<file path="config.mk">
export PLATFORM = sky130hd
export DESIGN_NAME = pipe_stage_reg_flat
export DESIGN_NICKNAME = d
export VERILOG_FILES = /design/src/rtl/pipe_pkg.sv /design/src/rtl/pipe_stage_reg_if.sv /design/src/rtl/pipe_skid_buf.sv /design/src/rtl/pipe_stage_reg.sv /design/src/flat_wrapper.sv
export SDC_FILE = /design/constraint.sdc
export NUM_CORES = 1
export LEC_CHECK = 0
export BUFFER_PORTS_ARGS = -buffer_cell sky130_fd_sc_hd__buf_2
export CAP_MARGIN = 20
export CORE_MARGIN = 2
export CORE_UTILIZATION = 45
export DETAILED_ROUTE_END_ITERATION = 8
export GPL_ROUTABILITY_DRIVEN = 0
export PLACE_DENSITY = 0.87
export SLEW_MARGIN = 5
export SYNTH_ARGS = -nofsm -noshare
export SYNTH_HDL_FRONTEND = slang
export SYNTH_HIERARCHICAL = 1
export SYNTH_SLANG_ARGS = --single-unit
</file>
<file path="constraint.sdc">
create_clock -name clk -period 2.35 [get_ports clk]
set_clock_uncertainty 0.15 [all_clocks]
set_input_delay 0.5875 -clock clk [delete_from_list [all_inputs] [get_ports clk]]
set_output_delay 0.5875 -clock clk [all_outputs]
set_load 0.01 [all_outputs]
</file>
<file path="src/rtl/pipe_pkg.sv">
// Shared widths and field offsets for the ID/EX pipeline stage register.
// The ID/EX control bundle is laid out as {RegWrite, MemtoReg, MemRead, MemWrite, ALUSrc, ALUOp}.
package pipe_pkg;

  localparam int unsigned CtrlWDefault = 8;
  localparam int unsigned DataWDefault = 111;
  localparam int unsigned CntWDefault  = 16;

  // Bit 0 is spare.
  localparam int unsigned CtrlRegWrite = 7;
  localparam int unsigned CtrlMemtoReg = 6;
  localparam int unsigned CtrlMemRead  = 5;
  localparam int unsigned CtrlMemWrite = 4;
  localparam int unsigned CtrlAluSrc   = 3;
  localparam int unsigned CtrlAluOpMsb = 2;
  localparam int unsigned CtrlAluOpLsb = 1;

  localparam int unsigned DataRs1ValLsb = 0;
  localparam int unsigned DataRs2ValLsb = 32;
  localparam int unsigned DataImmLsb    = 64;
  localparam int unsigned DataRs1IdLsb  = 96;
  localparam int unsigned DataRs2IdLsb  = 101;
  localparam int unsigned DataRdIdLsb   = 106;
  localparam int unsigned RegIdW        = 5;
  localparam int unsigned WordW         = 32;

  typedef enum logic [1:0] {
    AluOpAdd   = 2'b00,
    AluOpSub   = 2'b01,
    AluOpFunct = 2'b10
  } alu_op_e;

endpackage

</file>
<file path="src/rtl/pipe_stage_reg_if.sv">
// Handshake and payload bundle of the pipeline stage register.
// master drives the inputs and consumes the outputs; slave is the stage itself.
interface pipe_stage_reg_if
  import pipe_pkg::*;
#(
  parameter int unsigned CTRL_W = CtrlWDefault,
  parameter int unsigned DATA_W = DataWDefault,
  parameter int unsigned CNT_W  = CntWDefault
);

  logic              in_valid;
  logic              in_ready;
  logic [CTRL_W-1:0] in_ctrl;
  logic [DATA_W-1:0] in_data;
  logic              flush;
  logic              out_valid;
  logic              out_ready;
  logic [CTRL_W-1:0] out_ctrl;
  logic [DATA_W-1:0] out_data;
  logic [CNT_W-1:0]  bubble_cnt;

  modport master (
    output in_valid, in_ctrl, in_data, flush, out_ready,
    input  in_ready, out_valid, out_ctrl, out_data, bubble_cnt
  );

  modport slave (
    input  in_valid, in_ctrl, in_data, flush, out_ready,
    output in_ready, out_valid, out_ctrl, out_data, bubble_cnt
  );

endinterface

</file>
<file path="src/rtl/pipe_skid_buf.sv">
// One-entry skid buffer that catches an entry accepted while the stage output is stalled.
// Flush and reset both empty and zero the entry.
module pipe_skid_buf
  import pipe_pkg::*;
#(
  parameter int unsigned CTRL_W = CtrlWDefault,
  parameter int unsigned DATA_W = DataWDefault
) (
  input  logic              clk,
  input  logic              reset,
  input  logic              i_push,
  input  logic              i_pop,
  input  logic              i_flush,
  input  logic [CTRL_W-1:0] i_ctrl,
  input  logic [DATA_W-1:0] i_data,
  output logic              o_valid,
  output logic [CTRL_W-1:0] o_ctrl,
  output logic [DATA_W-1:0] o_data
);

  logic              r_valid;
  logic [CTRL_W-1:0] r_ctrl;
  logic [DATA_W-1:0] r_data;

  always_ff @(posedge clk or negedge reset) begin
    if (!reset) begin
      r_valid <= 1'b0;
      r_ctrl  <= '0;
      r_data  <= '0;
    end else if (i_flush) begin
      r_valid <= 1'b0;
      r_ctrl  <= '0;
      r_data  <= '0;
    end else if (i_push) begin
      r_valid <= 1'b1;
      r_ctrl  <= i_ctrl;
      r_data  <= i_data;
    end else if (i_pop) begin
      r_valid <= 1'b0;
      r_ctrl  <= '0;
      r_data  <= '0;
    end
  end

  assign o_valid = r_valid;
  assign o_ctrl  = r_ctrl;
  assign o_data  = r_data;

endmodule

</file>
<file path="src/rtl/pipe_stage_reg.sv">
// ID/EX pipeline stage register with valid/ready handshake, flush-to-bubble and bubble counter.
// Define PIPE_STAGE_SKID_EN to add a one-entry skid buffer and a registered in_ready.
module pipe_stage_reg
  import pipe_pkg::*;
#(
  parameter int unsigned CTRL_W = CtrlWDefault,
  parameter int unsigned DATA_W = DataWDefault,
  parameter int unsigned CNT_W  = CntWDefault
) (
  input logic             clk,
  input logic             reset,
  pipe_stage_reg_if.slave bus
);

  logic              r_out_valid;
  logic [CTRL_W-1:0] r_out_ctrl;
  logic [DATA_W-1:0] r_out_data;
  logic [CNT_W-1:0]  r_bubble_cnt;

  logic              w_in_ready;
  logic              w_accept;
  logic              w_out_free;
  logic              w_skid_valid;
  logic [CTRL_W-1:0] w_skid_ctrl;
  logic [DATA_W-1:0] w_skid_data;
  logic              w_nxt_valid;
  logic [CTRL_W-1:0] w_nxt_ctrl;
  logic [DATA_W-1:0] w_nxt_data;

  assign w_out_free = ~r_out_valid | bus.out_ready;
  assign w_accept   = bus.in_valid & w_in_ready;

`ifdef PIPE_STAGE_SKID_EN
  logic w_skid_push;
  logic w_skid_pop;

  // in_ready depends only on skid state, breaking the combinational path from out_ready.
  assign w_in_ready  = bus.flush | ~w_skid_valid;
  assign w_skid_push = w_accept & ~bus.flush & ~w_out_free;
  assign w_skid_pop  = ~bus.flush & w_out_free & w_skid_valid;

  pipe_skid_buf #(
    .CTRL_W (CTRL_W),
    .DATA_W (DATA_W)
  ) u_skid (
    .clk     (clk),
    .reset   (reset),
    .i_push  (w_skid_push),
    .i_pop   (w_skid_pop),
    .i_flush (bus.flush),
    .i_ctrl  (bus.in_ctrl),
    .i_data  (bus.in_data),
    .o_valid (w_skid_valid),
    .o_ctrl  (w_skid_ctrl),
    .o_data  (w_skid_data)
  );
`else
  assign w_in_ready   = bus.flush | bus.out_ready | ~r_out_valid;
  assign w_skid_valid = 1'b0;
  assign w_skid_ctrl  = '0;
  assign w_skid_data  = '0;
`endif

  // Flush wins over everything; otherwise a free output takes the skid entry first to keep order.
  always_comb begin
    w_nxt_valid = r_out_valid;
    w_nxt_ctrl  = r_out_ctrl;
    w_nxt_data  = r_out_data;
    if (bus.flush) begin
      w_nxt_valid = 1'b0;
      w_nxt_ctrl  = '0;
    end else if (w_out_free) begin
      if (w_skid_valid) begin
        w_nxt_valid = 1'b1;
        w_nxt_ctrl  = w_skid_ctrl;
        w_nxt_data  = w_skid_data;
      end else if (w_accept) begin
        w_nxt_valid = 1'b1;
        w_nxt_ctrl  = bus.in_ctrl;
        w_nxt_data  = bus.in_data;
      end else begin
        w_nxt_valid = 1'b0;
        w_nxt_ctrl  = '0;
      end
    end
  end

  always_ff @(posedge clk or negedge reset) begin
    if (!reset) begin
      r_out_valid  <= 1'b0;
      r_out_ctrl   <= '0;
      r_out_data   <= '0;
      r_bubble_cnt <= '0;
    end else begin
      r_out_valid <= w_nxt_valid;
      r_out_ctrl  <= w_nxt_ctrl;
      r_out_data  <= w_nxt_data;
      if (!w_nxt_valid && !(&r_bubble_cnt)) begin
        r_bubble_cnt <= r_bubble_cnt + CNT_W'(1);
      end
    end
  end

  assign bus.in_ready   = w_in_ready;
  assign bus.out_valid  = r_out_valid;
  assign bus.out_ctrl   = r_out_ctrl;
  assign bus.out_data   = r_out_data;
  assign bus.bubble_cnt = r_bubble_cnt;

endmodule

</file>
<file path="src/flat_wrapper.sv">
// flat-port wrapper written by rule: the top's interface ports become plain ports
module pipe_stage_reg_flat import pipe_pkg::*;
#(
  parameter int unsigned CTRL_W = CtrlWDefault,
  parameter int unsigned DATA_W = DataWDefault,
  parameter int unsigned CNT_W  = CntWDefault
)
  (clk, reset, bus_in_valid, bus_in_ctrl, bus_in_data, bus_flush, bus_out_ready, bus_in_ready, bus_out_valid, bus_out_ctrl, bus_out_data, bus_bubble_cnt);
  pipe_stage_reg_if #(.CTRL_W(CTRL_W), .DATA_W(DATA_W), .CNT_W(CNT_W)) bus_i ();
  input logic clk;
  input logic reset;
  input wire logic [$bits(bus_i.in_valid)-1:0] bus_in_valid;
  input wire logic [$bits(bus_i.in_ctrl)-1:0] bus_in_ctrl;
  input wire logic [$bits(bus_i.in_data)-1:0] bus_in_data;
  input wire logic [$bits(bus_i.flush)-1:0] bus_flush;
  input wire logic [$bits(bus_i.out_ready)-1:0] bus_out_ready;
  output wire logic [$bits(bus_i.in_ready)-1:0] bus_in_ready;
  output wire logic [$bits(bus_i.out_valid)-1:0] bus_out_valid;
  output wire logic [$bits(bus_i.out_ctrl)-1:0] bus_out_ctrl;
  output wire logic [$bits(bus_i.out_data)-1:0] bus_out_data;
  output wire logic [$bits(bus_i.bubble_cnt)-1:0] bus_bubble_cnt;
  assign bus_i.in_valid = bus_in_valid;
  assign bus_i.in_ctrl = bus_in_ctrl;
  assign bus_i.in_data = bus_in_data;
  assign bus_i.flush = bus_flush;
  assign bus_i.out_ready = bus_out_ready;
  assign bus_in_ready = bus_i.in_ready;
  assign bus_out_valid = bus_i.out_valid;
  assign bus_out_ctrl = bus_i.out_ctrl;
  assign bus_out_data = bus_i.out_data;
  assign bus_bubble_cnt = bus_i.bubble_cnt;
  pipe_stage_reg #(.CTRL_W(CTRL_W), .DATA_W(DATA_W), .CNT_W(CNT_W)) u_core (.clk(clk), .reset(reset), .bus(bus_i));
endmodule
</file>
==> results of run 1 <==
==> through the flow <==
step,setup WS (ns),util (%)
final,0.399,64.4
after global routing,0.247,64.4
after CTS,0.367,64.4
after detailed placement,0.142,59.6
after global placement,0.194,59.6
after floorplan,0.325,-
==> area by class of cell <==
type | instances | area (µm²)
fillers | 843 | 4050
flip-flops and latches | 136 | 3400
multi-input cells | 175 | 1750
repair buffers | 272 | 1440
clock buffers | 27 | 503
well taps | 143 | 179
clock inverters | 3 | 40.0
inverters | 2 | 7.51
==> how the worst max path moves through the flow <==
stage               slack, ns  depth (start not counted)                                    to
CTS                      0.37                          4                          bus_in_ready
detailed placement       0.14                          5   u_core/bus.out_data[59]$_DFFE_PN0P_
global placement         0.19                          5   u_core/bus.out_data[25]$_DFFE_PN0P_
floorplan                0.33                          5    u_core/bus.out_data[0]$_DFFE_PN0P_
global route             0.25                          6  u_core/bus.bubble_cnt[1]$_DFFE_PN0P_
finish                   0.40                          4                          bus_in_ready
==> cells in the final DEF (no fill, tap or decap), drive strengths merged, types with 3 or more instances in the layout <==
cell type  Yosys  final
buf           13    272
nor4           6      6
nor3b          3      3
clkbuf         2     27
nand4          5      5
nand3          3      3
mux2         112    112
dfrtp        136    136
a22o           8      8
nor2           3      3
nand2          6      6
xor2          15     15
nor4b          4      4
nor3           3      3
==> state kept, by name, summed over array words and instances (netlist names) <==
register	cells
u_core/bus.out_valid	1
u_core/bus.bubble_cnt	16
u_core/bus.out_data	111
u_core/bus.out_ctrl	8
==> routing by layer <==
| layer | wire length, µm | GRT usage, % | up-vias |
|---|---|---|---|
| met2 | 6500 | 34.6 | 171 |
| met4 | 289 | 8.97 | 0 |
| li1 | - | - | 1715 |
| met3 | 839 | 5.66 | 27 |
| met5 | 0 | 0 | - |
| met1 | 4450 | 22.5 | 1809 |
==> cells by family (layout without fill, tap and decap cells) <==
| family | after synthesis | in the layout |
|---|---|---|
| flip-flops | 136 | 136 |
| multiplexers | 112 | 112 |
| AND/OR/NAND/NOR | 38 | 38 |
| buffers and inverters | 17 | 304 |
| XOR/XNOR | 15 | 15 |
| AO/OA/AOI/OAI | 9 | 9 |
| adder cells (fa/ha/maj) | 1 | 1 |
==> power by group <==
part | switching, mW | total (mW) | internal, mW
Clock | 0.866 | 2.42 | 1.55
Combinational | 0.699 | 1.46 | 0.756
Sequential | 0.302 | 3.08 | 2.78
==> worst max-delay path, delay by kind of cell (launching register included) <==
family / cells / cell delay (ns)
buf+inv: 2 / 0.19
flops: 1 / 0.36
simple gates: 2 / 0.27
==> results.ini, run 1 <==
[die]
rows = 39
die_h_um = 112
die_area_mm2 = 0.0125
die_x_um = 112
start_util_pct = 45.9
io_pins = 261
core_area_mm2 = 0.0114

[power]
p_leak_nw = 3.59
total_power_mw = 6.95
power.density_mw_per_mm2 = 950
ir_drop_v = 0.000750

[logic_synthesis]
ys_types = 24
synth_common_cells = dfrtp_1, mux2_2, xor2_1
synthXorXnorAreaFrac_pct = 2.52
synth_compound_area_share_pct = 1.51
syn_avg_cell_area_um2 = 15.9
synth_area_mm2 = 0.00522
synth_top_family_by_area = multiplexers
synth_nets = 453
synth_warnings = 6
yosysTopAreaCellShare_pct = 65.2
synthArstFlopShare_pct = 100
synth.most_common_cell = dfrtp_1
synthCells = 328
yosysSeqAreaShare_pct = 65.2
muxShareOfSynthArea_pct = 24.2
yosys.area_share.adder_pct = 0.240
synth_edf_count = 0
synth_area_leaders = dfrtp_1, mux2_2, xor2_1
ys_ff_latch = 136
yosysTopAreaCell = dfrtp_1
synth-simple-area-share_pct = 4.84
synthFlopType = dfrtp_1

[sta]
max_slew.worst_pin.slew_ns = 0.387
slew_headroom_pct = 74.2
max_freq_mhz = 513
finalSetupViolCount = 0
hold_viol_final = 0
final-max-slew-violation-count = 0
rsz0062_at_grt = false
hold_slack_ns = 0.0438
min_period_over_period_pct = 83.0
layout_min_cycle_time_ns = 1.95
tns_ns = 0

[grt]
grt_pass1_wl_mm = 19.5
grt_max_degree = 74
antenna_found_initial = 0
grtUsageTotal_pct = 19.8
grt_pass1_vias = 4073
grt-ovfl-total = 0

[cts]
cts-root-buf = clkbuf_16
cts.sinks = 136
cts_setup_buffers = 0
insertion_delay_ns = 0.40
cts.repair.resized = 0
tritoncts = done
cts_hold_buffers = 0
cts_buffers = 17
cts_buffer_depth = 2
htreeDepth = 4
path_clk_slew_ns = 0.05

[route]
dr.pass1.iters = 4
drc_errors = 0
routed-via-count = 3722
wire_per_inst_um = 15.9
drt-initial-drc-count = 204
totalWireLength_mm = 12.1
postRouteAntennaNets = 0
via_per_inst = 4.91

[run_status]
run_status = completed

[worst_setup_path]
startpoint = u_core/bus.out_valid$_DFF_PN0_
crit_chain = nand2b_1 -> nor2_1 -> inv_1 -> buf_2
worst-r2r-cell-count = 6
worst_ep_arrival_time_ns = 1.21
cp_slowest_stage_delay_ns = 0.36
endpoint_kind = primary output
reg2reg_to = u_core/bus.bubble_cnt[1]$_DFFE_PN0P_
cp_slowest_cell = dfrtp_1
critPathMaxFanout = 3
r2r_setup_slack_ns = 0.41
crit_type = flop to primary output
start_kind = flop
rr_startpoint = u_core/bus.bubble_cnt[0]$_DFFE_PN0P_
crit_required_ns = 1.61

[cells_and_area]
nets = 729
finalNonFillerCells = 758
antenna_cells = 0
final_area_mm2 = 0.00732
drive_gt1_share_pct = 67.8
area_growth_pct = 40.3

[placed_design]
place_area_mm2 = 0.00678
dp_cells = 728
hpwl_mm = 8.97
port_buffers = 260

[run]
cap_violations = 0

[hold_path]
hold_class = input port to async pin

No activity file was read; power rests on OpenSTA's default activity.
==> inputs of run 2 (changes only) <==
- ABC_AREA: not set -> 1
- PLACE_DENSITY: 0.87 -> 0.85
- clock period: 2.35 -> 1.87 ns (I/O delays scaled with it)
==> run 2 against run 1 <==
Net effect: clock power grew 24%; count of clock-buffer cells in the layout shrank 6; synthesized area grew 11%; non-clock buffer count grew 19; via count grew 17%; design area grew 10%; combinational power grew 43%; utilization shrank 0.50 points; critical path depth is the same; critical path type unchanged; largest power group unchanged.
==> results.ini, run 2 <==
[power]
p_leak_nw = 4.30  ; +20%
combPwrFrac_pct = 23.6  ; +2.7 points
p_sw_mw = 2.48  ; +33%
internal-power_mw = 6.39  ; +26%
ir_drop_v = 0.000674  ; -10%
pwr-share-clk_pct = 33.9  ; -0.9 points
power.density_mw_per_mm2 = 1100  ; +16%
swShare_pct = 28.0  ; +1.1 points
pwr-share-seq_pct = 42.5  ; -1.8 points

[route]
drc_errors = 0  ; unchanged
postRouteAntennaNets = 0  ; unchanged
routed-via-count = 4338  ; +17%
totalWireLength_mm = 14.5  ; +20%
wire_per_inst_um = 16.4  ; +3.0%
top_layer = met4
via_per_inst = 4.92  ; +0.28%
route.met3.wl_um = 960  ; +14%
met2_length_mm = 7.54  ; +16%
wl_met1_mm = 5.68  ; +28%
drt-initial-drc-count = 251  ; +23%
dr.pass1.iters = 4  ; unchanged

[sta]
final-max-slew-violation-count = 0  ; unchanged
min_period_over_period_pct = 97.4
slew_headroom_pct = 78.0  ; +3.8 points
hold_viol_final = 0  ; unchanged
finalSetupViolCount = 0  ; unchanged
layout_min_cycle_time_ns = 1.82
tns_ns = 0  ; unchanged
hold_slack_ns = 0.135  ; +0.0912 ns
max_slew.worst_pin.slew_ns = 0.329  ; -0.0579 ns
max_freq_mhz = 549

[cts]
cts-root-buf = clkbuf_16
cts.sinks = 136  ; unchanged
path_clk_slew_ns = 0.06  ; about the same
tritoncts = done
cts_buffer_depth = 2  ; unchanged
htreeDepth = 4  ; unchanged
insertion_delay_ns = 0.40  ; about the same
cts_buffers = 17  ; unchanged

[worst_setup_path]
critPathMaxFanout = 5  ; +2
r2r_setup_slack_ns = 0.20  ; -0.21 ns
cp_slowest_cell = dfrtp_1
crit_chain = nand2_4 -> nor2_4 -> inv_1 -> buf_2
cp_slowest_stage_delay_ns = 0.39  ; +0.03 ns
crit_required_ns = 1.25  ; -0.36 ns
reg2reg_to = u_core/bus.bubble_cnt[10]$_DFFE_PN0P_
crit_type = flop to primary output
endpoint_kind = primary output
worst-r2r-cell-count = 8  ; +2
startpoint = u_core/bus.out_valid$_DFF_PN0_
worst_ep_arrival_time_ns = 1.20  ; about the same
rr_startpoint = u_core/bus.bubble_cnt[0]$_DFFE_PN0P_
start_kind = flop
cp-endpoint = bus_in_ready

[logic_synthesis]
synthFlopType = dfrtp_1
yosysSeqAreaShare_pct = 58.5  ; -6.7 points
synth_common_cells = dfrtp_1, mux2_4, nand2_1
synth_area_mm2 = 0.00582  ; +11%
synthArstFlopShare_pct = 100  ; unchanged
synth_nets = 526  ; +16%
synth_warnings = 6  ; unchanged
yosysTopAreaCell = dfrtp_1
syn_avg_cell_area_um2 = 14.5  ; -8.8%
synth_edf_count = 0  ; unchanged
synthCells = 401  ; +22%
synth_area_leaders = dfrtp_1, mux2_4, mux2_2
synth.most_common_cell = dfrtp_1
yosysTopAreaCellShare_pct = 58.5  ; -6.7 points
ys_ff_latch = 136  ; unchanged
ys_types = 21  ; -13%

[grt]
grt_max_degree = 45  ; -39%
antenna_found_initial = 0  ; unchanged
grt_pass1_vias = 4534  ; +11%
grt_pass1_wl_mm = 23.5  ; +20%
grtUsageTotal_pct = 21.4  ; +1.7 points
grt-ovfl-total = 0  ; unchanged

[cells_and_area]
final_common_cell = buf_2
final_cell_mix = buf_2, dfrtp_1, mux2_4
largest_reg_flops = 111  ; unchanged
antenna_cells = 0  ; unchanged
area_growth_pct = 38.6
final_area_mm2 = 0.00807  ; +10%
nets = 822  ; +13%
drive_gt1_share_pct = 62.1  ; -5.7 points

[die]
die_x_um = 118  ; +5.4%
core_area_mm2 = 0.0126  ; +11%
die_area_mm2 = 0.0139  ; +11%
io_pins = 261  ; unchanged
start_util_pct = 46.1  ; +0.19 points
rows = 41  ; +5.1%
die_h_um = 118  ; +5.4%

[hold_path]
hold_class = input port to flop

[run_status]
run_status = completed

[run]
cap_violations = 0  ; unchanged

[placed_design]
port_buffers = 260  ; unchanged
hpwl_mm = 10.7  ; +19%
place_area_mm2 = 0.00749  ; +10%

==> run 2: cell types whose count changed after synthesis, moves of 6 or more <==
cell,before,now
xnor2_1,0,7
mux2_2,112,21
nand2_1,6,62
inv_1,2,13
buf_6,0,10
nand3_1,2,9
buf_2,13,2
xor2_1,15,0
nor2_1,3,18
o21ai_0,0,6
a32o_1,0,8
a22o_1,8,0
mux2_4,0,90
==> run 2: cell families (layout without fill, tap and decap cells) <==
| group | after synthesis | after routing | share of synthesized area, % |
|---|---|---|---|
| buf+inv | 29 | 337 | 3.33 |
| xor+xnor | 7 | 7 | 1.05 |
| simple gates | 101 | 101 | 7.48 |
| fa+ha+maj | 1 | 1 | 0.215 |
| mux | 111 | 111 | 27.3 |
| flops | 136 | 136 | 58.5 |
| compound gates | 16 | 16 | 2.13 |
==> run 2: final cells by class <==
cell class,instances,area [µm²]
multi-input cells,236,2240
well taps,172,215
repair buffers,291,1610
fillers,948,4550
clock inverters,10,71.3
flip-flops and latches,136,3400
clock buffers,21,470
inverters,15,56.3
==> run 2: per-layer routing <==
metal  vias to the layer above  GRT usage (%)
li1                       1959              -
met5                         -              0
met4                         0           7.68
met2                       208           37.4
met3                        26           5.81
met1                      2145           25.4
==> run 2: stage by stage <==
step | worst slack, ns | utilization (%) | total power, mW | cells
floorplan | 0.144 | - | 4.90 | 401
global placement | 0.0402 | 59.3 | 5.79 | 847
detailed placement | -0.0324 | 59.3 | 5.89 | 847
CTS | 0.0103 | 63.8 | 8.95 | 880
global route | -0.0135 | 63.9 | 9.29 | 881
finish | 0.0488 | 63.9 | 8.87 | 881
==> run 2: worst max-delay path: cells and delay by family, from the launching register on <==
family / cells / cell delay [ns]
DFF: 1 / 0.39
buffers and inverters: 2 / 0.17
and+or+nand+nor: 2 / 0.24
==> run 2: worst min path at each step <==
| stage | cells past startpoint | startpoint | slack (ns) | to |
|---|---|---|---|---|
| floorplan | 0 | reset | 0.02 | u_core/bus.bubble_cnt[0]$_DFFE_PN0P_ |
| global placement | 1 | reset | 0.22 | u_core/bus.out_data[69]$_DFFE_PN0P_ |
| detailed placement | 1 | reset | 0.23 | u_core/bus.out_data[70]$_DFFE_PN0P_ |
| CTS | 2 | bus_in_data[48] | 0.12 | u_core/bus.out_data[48]$_DFFE_PN0P_ |
| global route | 2 | bus_in_data[82] | 0.12 | u_core/bus.out_data[82]$_DFFE_PN0P_ |
| finish | 2 | bus_in_data[79] | 0.13 | u_core/bus.out_data[79]$_DFFE_PN0P_ |
==> run 2: power by group through the flow <==
stage	registers [mW]	clock network, mW	logic (mW)
finish	3.77	3.01	2.09
global route	3.83	3.21	2.24
CTS	3.76	3.08	2.10
detailed placement	3.80	0	2.09
global placement	3.76	0	2.03
floorplan	4.03	0	0.873
==> run 2: repair_timing <==
| action | 4_1_cts | 5_1_grt |
|---|---|---|
| hold buffers | 1 | 0 |
| pin swaps | 1 | 0 |
| gates resized for setup | 0 | 2 |
| hold endpoints to repair | 28 | 0 |
| buffers inserted | 1 | 1 |
| endpoints found under the setup margin | 1 | 13 |
